--- src/rtl/lsu_pkg.sv ---
// lsu_pkg: shared definitions for the memory-stage load/store unit.
//   - lsu_state_e : access sequencer states
//   - OP_LOAD / OP_STORE : major opcodes that select a memory access
//   - F3_* : func3 encodings for access size and signedness
//   - byte_en() : byte-lane mask for a given size and byte offset
package lsu_pkg;

  typedef enum logic [1:0] {
    IDLE = 2'd0,
    REQ  = 2'd1,
    WAIT = 2'd2,
    DONE = 2'd3
  } lsu_state_e;

  localparam logic [6:0] OP_LOAD  = 7'b0000011;
  localparam logic [6:0] OP_STORE = 7'b0100011;

  localparam logic [2:0] F3_LB  = 3'b000;
  localparam logic [2:0] F3_LH  = 3'b001;
  localparam logic [2:0] F3_LW  = 3'b010;
  localparam logic [2:0] F3_LBU = 3'b100;
  localparam logic [2:0] F3_LHU = 3'b101;

  // size: func3[1:0] (00 byte, 01 half, others word); off: address bits [1:0]
  function automatic logic [3:0] byte_en(input logic [1:0] size, input logic [1:0] off);
    case (size)
      2'b00:   return 4'b0001 << off;
      2'b01:   return 4'b0011 << off;
      default: return 4'b1111;
    endcase
  endfunction

endpackage

--- src/rtl/lsu_align.sv ---
// lsu_align: combinational lane steering for the load/store unit.
// Ports:
//   func3      in  3  : access size / signedness
//   addr_lo    in  2  : byte offset within the word
//   is_store   in  1  : access is a store (LBU/LHU encodings are illegal then)
//   store_data in  32 : right-justified store data
//   rdata      in  32 : raw word returned by the bus
//   be         out 4  : byte enables
//   wdata      out 32 : store data shifted onto its byte lanes
//   load_data  out 32 : selected lane, sign- or zero-extended
//   fault      out 1  : illegal func3 or misaligned address
module lsu_align
  import lsu_pkg::*;
(
  input  logic [2:0]  func3,
  input  logic [1:0]  addr_lo,
  input  logic        is_store,
  input  logic [31:0] store_data,
  input  logic [31:0] rdata,
  output logic [3:0]  be,
  output logic [31:0] wdata,
  output logic [31:0] load_data,
  output logic        fault
);

  logic [7:0]  lane_b;
  logic [15:0] lane_h;
  logic        illegal;
  logic        misalign;

  assign lane_b = rdata[{addr_lo, 3'b000} +: 8];
  // Halfwords are only ever aligned here, so addr_lo[1] alone picks the lane.
  assign lane_h = addr_lo[1] ? rdata[31:16] : rdata[15:0];

  always_comb begin
    illegal = 1'b0;
    case (func3)
      F3_LB, F3_LH, F3_LW: illegal = 1'b0;
      F3_LBU, F3_LHU:      illegal = is_store;
      default:             illegal = 1'b1;
    endcase
  end

  assign misalign = ((func3[1:0] == 2'b01) && addr_lo[0]) ||
                    ((func3[1:0] == 2'b10) && (addr_lo != 2'b00));
  assign fault    = illegal | misalign;

  assign be    = byte_en(func3[1:0], addr_lo);
  assign wdata = store_data << {addr_lo, 3'b000};

  always_comb begin
    load_data = '0;
    case (func3)
      F3_LB:   load_data = {{24{lane_b[7]}}, lane_b};
      F3_LH:   load_data = {{16{lane_h[15]}}, lane_h};
      F3_LW:   load_data = rdata;
      F3_LBU:  load_data = {24'd0, lane_b};
      F3_LHU:  load_data = {16'd0, lane_h};
      default: load_data = '0;
    endcase
  end

endmodule

--- src/rtl/mem_stage_lsu.sv ---
// mem_stage_lsu: memory-stage load/store unit. Turns the load or store held in
// the EX/MEM register into one valid/ready bus request, stalls the pipeline
// until the access finishes and returns extended load data to writeback.
// Optional feature macro: LSU_TIMEOUT_EN (WAIT watchdog, drives bus_error_o).
// Ports:
//   clk_i, rst_i            : clock, synchronous active-high reset
//   alu_out_m, write_data_m : effective byte address, right-justified store data
//   opcode_m, func3_m       : instruction opcode and access size/signedness
//   mem_write_m             : store qualifier
//   stall_o                 : hold request for EX/MEM and upstream registers
//   load_data_o             : registered, extended load result
//   access_fault_o          : one-cycle pulse on misalignment / illegal func3
//   bus_error_o             : one-cycle pulse on watchdog timeout
//   req_*                   : request channel (valid/ready, addr, we, be, wdata)
//   rsp_valid_i, rsp_rdata_i: response channel (read data or write ack)
// Request fields are decoded from the EX/MEM inputs, which the stall holds
// steady for the whole access.
module mem_stage_lsu
  import lsu_pkg::*;
#(
  parameter int DW             = 32,
  parameter int TIMEOUT_CYCLES = 64
) (
  input  logic          clk_i,
  input  logic          rst_i,
  input  logic [DW-1:0] alu_out_m,
  input  logic [DW-1:0] write_data_m,
  input  logic [6:0]    opcode_m,
  input  logic [2:0]    func3_m,
  input  logic          mem_write_m,
  output logic          stall_o,
  output logic [DW-1:0] load_data_o,
  output logic          access_fault_o,
  output logic          bus_error_o,
  output logic          req_valid_o,
  input  logic          req_ready_i,
  output logic [DW-1:0] req_addr_o,
  output logic          req_we_o,
  output logic [3:0]    req_be_o,
  output logic [DW-1:0] req_wdata_o,
  input  logic          rsp_valid_i,
  input  logic [DW-1:0] rsp_rdata_i
);

  if (DW != 32) begin : g_dw_chk
    $error("mem_stage_lsu: only DW=32 is supported");
  end
  if (TIMEOUT_CYCLES < 1) begin : g_timeout_chk
    $error("mem_stage_lsu: TIMEOUT_CYCLES must be at least 1");
  end

  lsu_state_e    state_q, state_d;
  logic          is_load, is_store, mem_op;
  logic          align_fault, fault_start, timeout;
  logic [DW-1:0] ext_data;
  logic [DW-1:0] load_data_q;
  logic          fault_q, req_valid_q;

  assign is_load  = (opcode_m == OP_LOAD);
  assign is_store = (opcode_m == OP_STORE) && mem_write_m;
  assign mem_op   = is_load || is_store;

  lsu_align u_align (
    .func3      (func3_m),
    .addr_lo    (alu_out_m[1:0]),
    .is_store   (is_store),
    .store_data (write_data_m),
    .rdata      (rsp_rdata_i),
    .be         (req_be_o),
    .wdata      (req_wdata_o),
    .load_data  (ext_data),
    .fault      (align_fault)
  );

  assign fault_start = (state_q == IDLE) && mem_op && align_fault;

`ifdef LSU_TIMEOUT_EN
  localparam int CNT_W = $clog2(TIMEOUT_CYCLES + 1);
  logic [CNT_W-1:0] wait_cnt_q;
  logic             bus_err_q;

  always_ff @(posedge clk_i) begin
    if (rst_i) begin
      wait_cnt_q <= '0;
      bus_err_q  <= 1'b0;
    end else begin
      if ((state_q == REQ) && req_ready_i) wait_cnt_q <= '0;
      else if (state_q == WAIT)            wait_cnt_q <= wait_cnt_q + CNT_W'(1);
      bus_err_q <= (state_q == WAIT) && !rsp_valid_i && timeout;
    end
  end

  // Fires on the TIMEOUT_CYCLES-th WAIT cycle without a response.
  assign timeout     = (state_q == WAIT) && (wait_cnt_q == CNT_W'(TIMEOUT_CYCLES - 1));
  assign bus_error_o = bus_err_q;
`else
  assign timeout     = 1'b0;
  assign bus_error_o = 1'b0;
`endif

  always_comb begin
    state_d = state_q;
    case (state_q)
      IDLE:    if (mem_op) state_d = align_fault ? DONE : REQ;
      REQ:     if (req_ready_i) state_d = WAIT;
      WAIT:    if (rsp_valid_i || timeout) state_d = DONE;
      DONE:    state_d = IDLE;
      default: state_d = IDLE;
    endcase
  end

  always_ff @(posedge clk_i) begin
    if (rst_i) begin
      state_q     <= IDLE;
      req_valid_q <= 1'b0;
      fault_q     <= 1'b0;
      load_data_q <= '0;
    end else begin
      state_q     <= state_d;
      req_valid_q <= (state_d == REQ);
      fault_q     <= fault_start;
      if (fault_start || ((state_q == WAIT) && !rsp_valid_i && timeout))
        load_data_q <= '0;
      else if ((state_q == WAIT) && rsp_valid_i)
        load_data_q <= is_load ? ext_data : '0;
    end
  end

  // DONE drops the stall so the EX/MEM register can advance without re-issue.
  assign stall_o        = ((state_q == IDLE) && mem_op) || (state_q == REQ) || (state_q == WAIT);
  assign req_valid_o    = req_valid_q;
  assign req_addr_o     = {alu_out_m[DW-1:2], 2'b00};
  assign req_we_o       = is_store;
  assign load_data_o    = load_data_q;
  assign access_fault_o = fault_q;

endmodule
--- config.mk ---
export PLATFORM = sky130hd
export DESIGN_NAME = mem_stage_lsu
export DESIGN_NICKNAME = d
export VERILOG_FILES = /design/src/rtl/lsu_pkg.sv /design/src/rtl/lsu_align.sv /design/src/rtl/mem_stage_lsu.sv
export SDC_FILE = /design/constraint.sdc
export NUM_CORES = 1
export LEC_CHECK = 0
export ABC_AREA = 1
export CORE_ASPECT_RATIO = 0.9
export CORE_MARGIN = 4
export CORE_UTILIZATION = 33
export DETAILED_ROUTE_END_ITERATION = 16
export PLACE_DENSITY = 0.78
export SYNTH_ARGS = -nofsm -noshare
export SYNTH_HDL_FRONTEND = slang
export SYNTH_HIERARCHICAL = 1
export SYNTH_SLANG_ARGS = --single-unit
--- constraint.sdc ---
create_clock -name clk_i -period 1.24 [get_ports clk_i]
set_input_delay 0.186 -clock clk_i [delete_from_list [all_inputs] [get_ports clk_i]]
set_output_delay 0.186 -clock clk_i [all_outputs]
set_load 0.005 [all_outputs]
=== Word-level counts from Yosys, hierarchy flattened ===
Cells that the tools add are included.

* Logic and storage cells: 48
* Output and inout port bits: 105
* Flip-flop bits (word level): 36
* Bits of input ports: 111

* Muxes and demuxes: 10
* Reduce and logical (&&, ||, !) cells: 17
* Shift operators: 4
* Equality and inequality tests: 12
* Bitwise operators: 1

{| class="wikitable"
|+ Operator list
! cell !! count
|-
| 32-bit case mux with 5 select lines || 1
|-
| 32-bit 2-to-1 mux || 1
|-
| 32-bit by 6-bit indexed part select with 8-bit output || 1
|-
| 32-bit by 5-bit << shifter with 32-bit output || 1
|-
| 16-bit 2-to-1 mux || 1
|-
| 2-bit 2-to-1 mux || 4
|-
| 2-bit case mux with 4 select lines || 1
|-
| 4-bit case mux with 2 select lines || 1
|-
| 7-bit by 2-bit == test with 1-bit output, second input constant || 1
|-
| 7-bit by 6-bit == test with 1-bit output, second input constant || 1
|-
| 2-bit by 1-bit == test with 1-bit output, second input constant || 3
|-
| 2-bit == test, second input constant || 3
|-
| 3-bit == test, second input constant || 2
|-
| 1-bit logical AND || 6
|-
| 2-bit logical NOT || 2
|-
| 1-bit logical OR || 4
|-
| 2-bit OR reduction || 2
|-
| 1-bit by 2-bit << shifter with 4-bit output, first input constant || 1
|-
| 2-bit by 2-bit << shifter with 4-bit output, first input constant || 1
|-
| 3-bit by 1-bit == test with 1-bit output, second input constant || 1
|-
| 3-bit by 2-bit == test with 1-bit output, second input constant || 1
|-
| 3-bit logical NOT || 1
|-
| 3-bit OR reduction || 1
|-
| 1-bit case mux with 2 select lines || 1
|-
| other kinds (2) || 2
|}

=== Depth between registers and ports, before layout ===
* Depth in word-level cells: 8
* Mapped depth: 13
* Gate-level depth less buffers: 11

=== Modules after synthesis ===
The synthesis kept the hierarchy.

{| class="wikitable"
|+ Modules (own cells, without submodules)
! module !! instances !! area each (um^2) !! seq. area each (um^2) !! cells each
|-
| mem_stage_lsu || 1 || 1861.8 || 720.7 || 247
|-
| lsu_align || 1 || 1422.6 || 0.0 || 316
|}

=== Worst setup path after synthesis ===
OpenSTA, ideal clock, no wires.

* Kind: input to register
* Start point: in alu_out_m[1]
* End point: reg load_data_q[0], in the netlist load_data_o[0]
* Setup time: 64 ps
* Arrival: 1284 ps
* Path buffers: 3
* Data required time: 1176 ps
* Path slack: -108 ps
* Stages: 10
* Cells stage by stage: buf_6 inv_1 buf_2 nand2_2 nand3_1 nand4_1 nand3_2 nand2_2 buf_6 nor2_1

* Cells in the longest elaborated chain, start to end: 6
* Elaborated cells between the ends (all ways): 10

{| class="wikitable"
|+ RTL lines
! what !! RTL line !! RTL
|-
| start, declared || mem_stage_lsu.sv:26 || <nowiki>input logic [DW-1:0] alu_out_m,</nowiki>
|-
| 2-bit nonzero test || lsu_align.sv:45 || <nowiki>((func3[1:0] == 2'b10) && (addr_lo != 2'b00));</nowiki>
|-
| 1-bit logical AND || lsu_align.sv:45 ||
|-
| 1-bit logical OR || lsu_align.sv:44 || <nowiki>assign misalign = ((func3[1:0] == 2'b01) && addr_lo[0]) ||</nowiki>
|-
| 1-bit bitwise OR || lsu_align.sv:46 || <nowiki>assign fault = illegal | misalign;</nowiki>
|-
| net align_fault || mem_stage_lsu.sv:54 || <nowiki>logic align_fault, fault_start, timeout;</nowiki>
|-
| 1-bit logical AND || mem_stage_lsu.sv:75 || <nowiki>assign fault_start = (state_q == IDLE) && mem_op && align_fault;</nowiki>
|-
| 2-bit OR reduction (no line) || - ||
|-
| end signal, assigned || mem_stage_lsu.sv:125 || <nowiki>load_data_q <= is_load ? ext_data : '0;</nowiki>
|-
| end, declared || mem_stage_lsu.sv:56 || <nowiki>logic [DW-1:0] load_data_q;</nowiki>
|}

The timed path passes the listed nets, and every way through them passes these cells.
A chain may end at the register's enable or synchronous reset.

=== Final worst setup path ===
* Start point: reg state_q[1]
* End point: reg load_data_q[1], in the netlist load_data_o[1]

* Cells in the longest elaborated chain, start to end: 4
* Elaborated cells between the ends (all ways): 6

{| class="wikitable"
|+ RTL lines
! what !! RTL line !! RTL
|-
| start, declared || mem_stage_lsu.sv:52 || <nowiki>lsu_state_e state_q, state_d;</nowiki>
|-
| start signal, assigned || mem_stage_lsu.sv:119 || <nowiki>state_q <= state_d;</nowiki>
|-
| 2-bit logical NOT || mem_stage_lsu.sv:75 ||
|-
| 1-bit logical AND (2 in a row) || mem_stage_lsu.sv:75 ||
|-
| 2-bit OR reduction (no line) || - ||
|}

Parallel ways exist; a longest one is shown, timed or not.

==> flow_summary.ini <==
[die]
rows = 34
initial_utilization_pct = 33.86
core-area_um2 = 9699
die_x_um = 113.2
dieArea_um2 = 11620
die_h_um = 102.6
ios = 216

[synth]
synth_cell_types = 25
yosysTopAreaCell = dfxtp_1
synth.area.top_cells = dfxtp_1 22%, nor2_1 13%, nand2_1 13%
synth.top_cell.area_share_pct = 21.94
synth-seq-area-share_pct = 21.94
ys_warn_count = 6
synth_area_um2 = 3284
post_synth.cell_area_avg_um2 = 5.834
syn_inst = 563
ys_ff_latch = 36

[sta]
rsz0062_at_grt = yes
setup_ws_ps = -79.32
maxSlewViolCount = 0
hold_viol = 0
fin_crit_sh_pct = 106.4
fin_worst_skew_ps = 3.590
fin_crit_ps = 1319
setup_violations = 23
fmax_mhz = 758.0
tns_ps = -693.6

[clock_network]
h-tree-depth = 2
cts_tree = yes
cts_hold_buf = 0
cts.clk_slew.worst_paths_ps = 70
cts_sinks = 36
cts_buffers = 5
clk_path_buf_depth = 2
cts-root-buf = clkbuf_8
insertion_delay_ps = 290

[power]
power_density_nw_per_um2 = 577.7
irDropWorstVdd_mv = 0.3621
p_leak_uw = 0.002996

[setup_path]
worstSetupPathType = reg -> reg
slowest_delay_ps = 350
cp-start-kind = flip-flop
critPathRequiredTime_ps = 1420
crit_chain = inv_2, nor2_4, buf_6, nand2_8, buf_16, a22oi_1, nor2_1
worstPathArrival_ps = 1500
worstPathMaxFanout = 16
crit_path_end_kind = flip-flop
cp_slowest_cell = dfxtp_2

[layout]
num-nets-final = 866
synthToLayoutAreaGrowth_pct = 84.42
mostFrequentLayoutCells = 88 x nand2_1, 81 x nor2_1, 72 x inv_1
instances_no_fill = 881
layout.cells.most_common = nand2_1
fillCellCount = 804
antenna_cells = 0
postLayoutCellArea_um2 = 6057
drive_gt1_share_pct = 40.53

[placement]
placed_area_um2 = 4943
port_buffers = 152
dp_worst_setup_slack_ps = -799.0
dp_cells = 824
globalplace.congestion = 0.9056
hpwl_um = 9195

[routing]
wl_met3_um = 1263
vias = 4473
wl_per_cell_um = 17.05
wl_met1_um = 5787
first_iter_violations = 354
wl_met2_um = 7289
dr.pass1.iters = 8
totalWireLength_um = 15020
drc = 0
antenna_left = 0
highest_layer = met4
vias_per_cell = 5.077

[outcome]
violations = negative setup slack
outcome = finished with violations

[global_routing]
antenna_found_initial = 0
grt_remaining_overflow = 0
grt_pass1_vias = 4215
grt_pass1_wl_um = 21490
grt_max_degree = 33
grt_util_all_layers_pct = 23.14

[worst_hold_path]
hp-class = in -> out

[flow_run]
cap_violations = 0
critical path: cells and delay by family, from the launching register on:
| kind | cells | cell delay, ps |
|---|---|---|
| buffers and inverters | 3 | 360 |
| and+or+nand+nor | 3 | 250 |
| AOI/OAI and AO/OA | 1 | 240 |
| DFF | 1 | 350 |
sequential cells by signal (all words and copies together), names as in the netlist:
register	cells
access_fault_o	1
load_data_o	32
state_q	2
req_valid_o	1
worst paths after layout:
check	startpoint	endpoint	slack, ps	depth (start not counted)
setup / recovery	state_q[1]	load_data_o[1]	-80	7
hold / removal	alu_out_m[10]	req_addr_o[10]	370	0
setup reg to reg	state_q[1]	load_data_o[1]	-80	7
hold reg to reg	load_data_o[23]	load_data_o[23]	510	2
cell usage after synthesis:
| master | n |
|---|---|
| a21oi_1 | 11 |
| clkbuf_1 | 4 |
| a22oi_1 | 35 |
| buf_4 | 35 |
| nor2_2 | 14 |
| a21oi_2 | 2 |
| nand4_1 | 1 |
| nand2_1 | 111 |
| nand2_4 | 2 |
| inv_1 | 89 |
| buf_6 | 12 |
| o21ai_1 | 2 |
| o211ai_1 | 11 |
| conb_1 | 1 |
| and2_4 | 1 |
| dfxtp_1 | 36 |
| nor2_1 | 118 |
| inv_2 | 2 |
| nand3_2 | 1 |
| nand3_1 | 10 |
| inv_4 | 1 |
| nand2_2 | 2 |
| o22ai_1 | 3 |
| buf_2 | 15 |
| o21ai_0 | 44 |
metal layers:
layer / vias up / GRT usage [%]
met5: - / 0
met4: 0 / 9.982
met3: 65 / 5.340
met2: 229 / 39.57
met1: 2073 / 28.13
li1: 2106 / -
final cells by class:
type | instances | area [um^2] | area share [%]
repair buffers | 245 | 2420 | 39.95
multi-input cells | 375 | 2291 | 37.82
flip-flops and latches | 36 | 737.0 | 12.17
inverters | 92 | 355.3 | 5.867
well taps | 126 | 157.7 | 2.603
clock buffers | 7 | 96.34 | 1.591
stage by stage:
step                hold WS [ps]  util, %  total power [uW]
finish                     372.0    62.45              3499
global placement           372.0    50.97              2274
floorplan                  255.1        -              1739
CTS                        372.0    57.70              3317
global route               372.0    62.45              3647
detailed placement         372.0    50.97              2280
report_power, final:
part           leakage [uW]  internal [uW]  switching [uW]
clock             0.0000503            495             417
combinational       0.00265            717             712
sequential         0.000297           1160            1.34
kinds of logic after synthesis:
family	synth area share (%)
other cells	0.1142
buf+inv	25.45
simple gates	32.19
flops	21.94
compound gates	20.30
timing repair:
action                                  4_1_cts  5_1_grt
pin swaps                                    59       67
endpoints found under the setup margin      107       58
buffers inserted                             29       13
gates cloned                                  8        5
resized for setup                           374      120
Note: power is estimated with default switching activity, not from simulation.
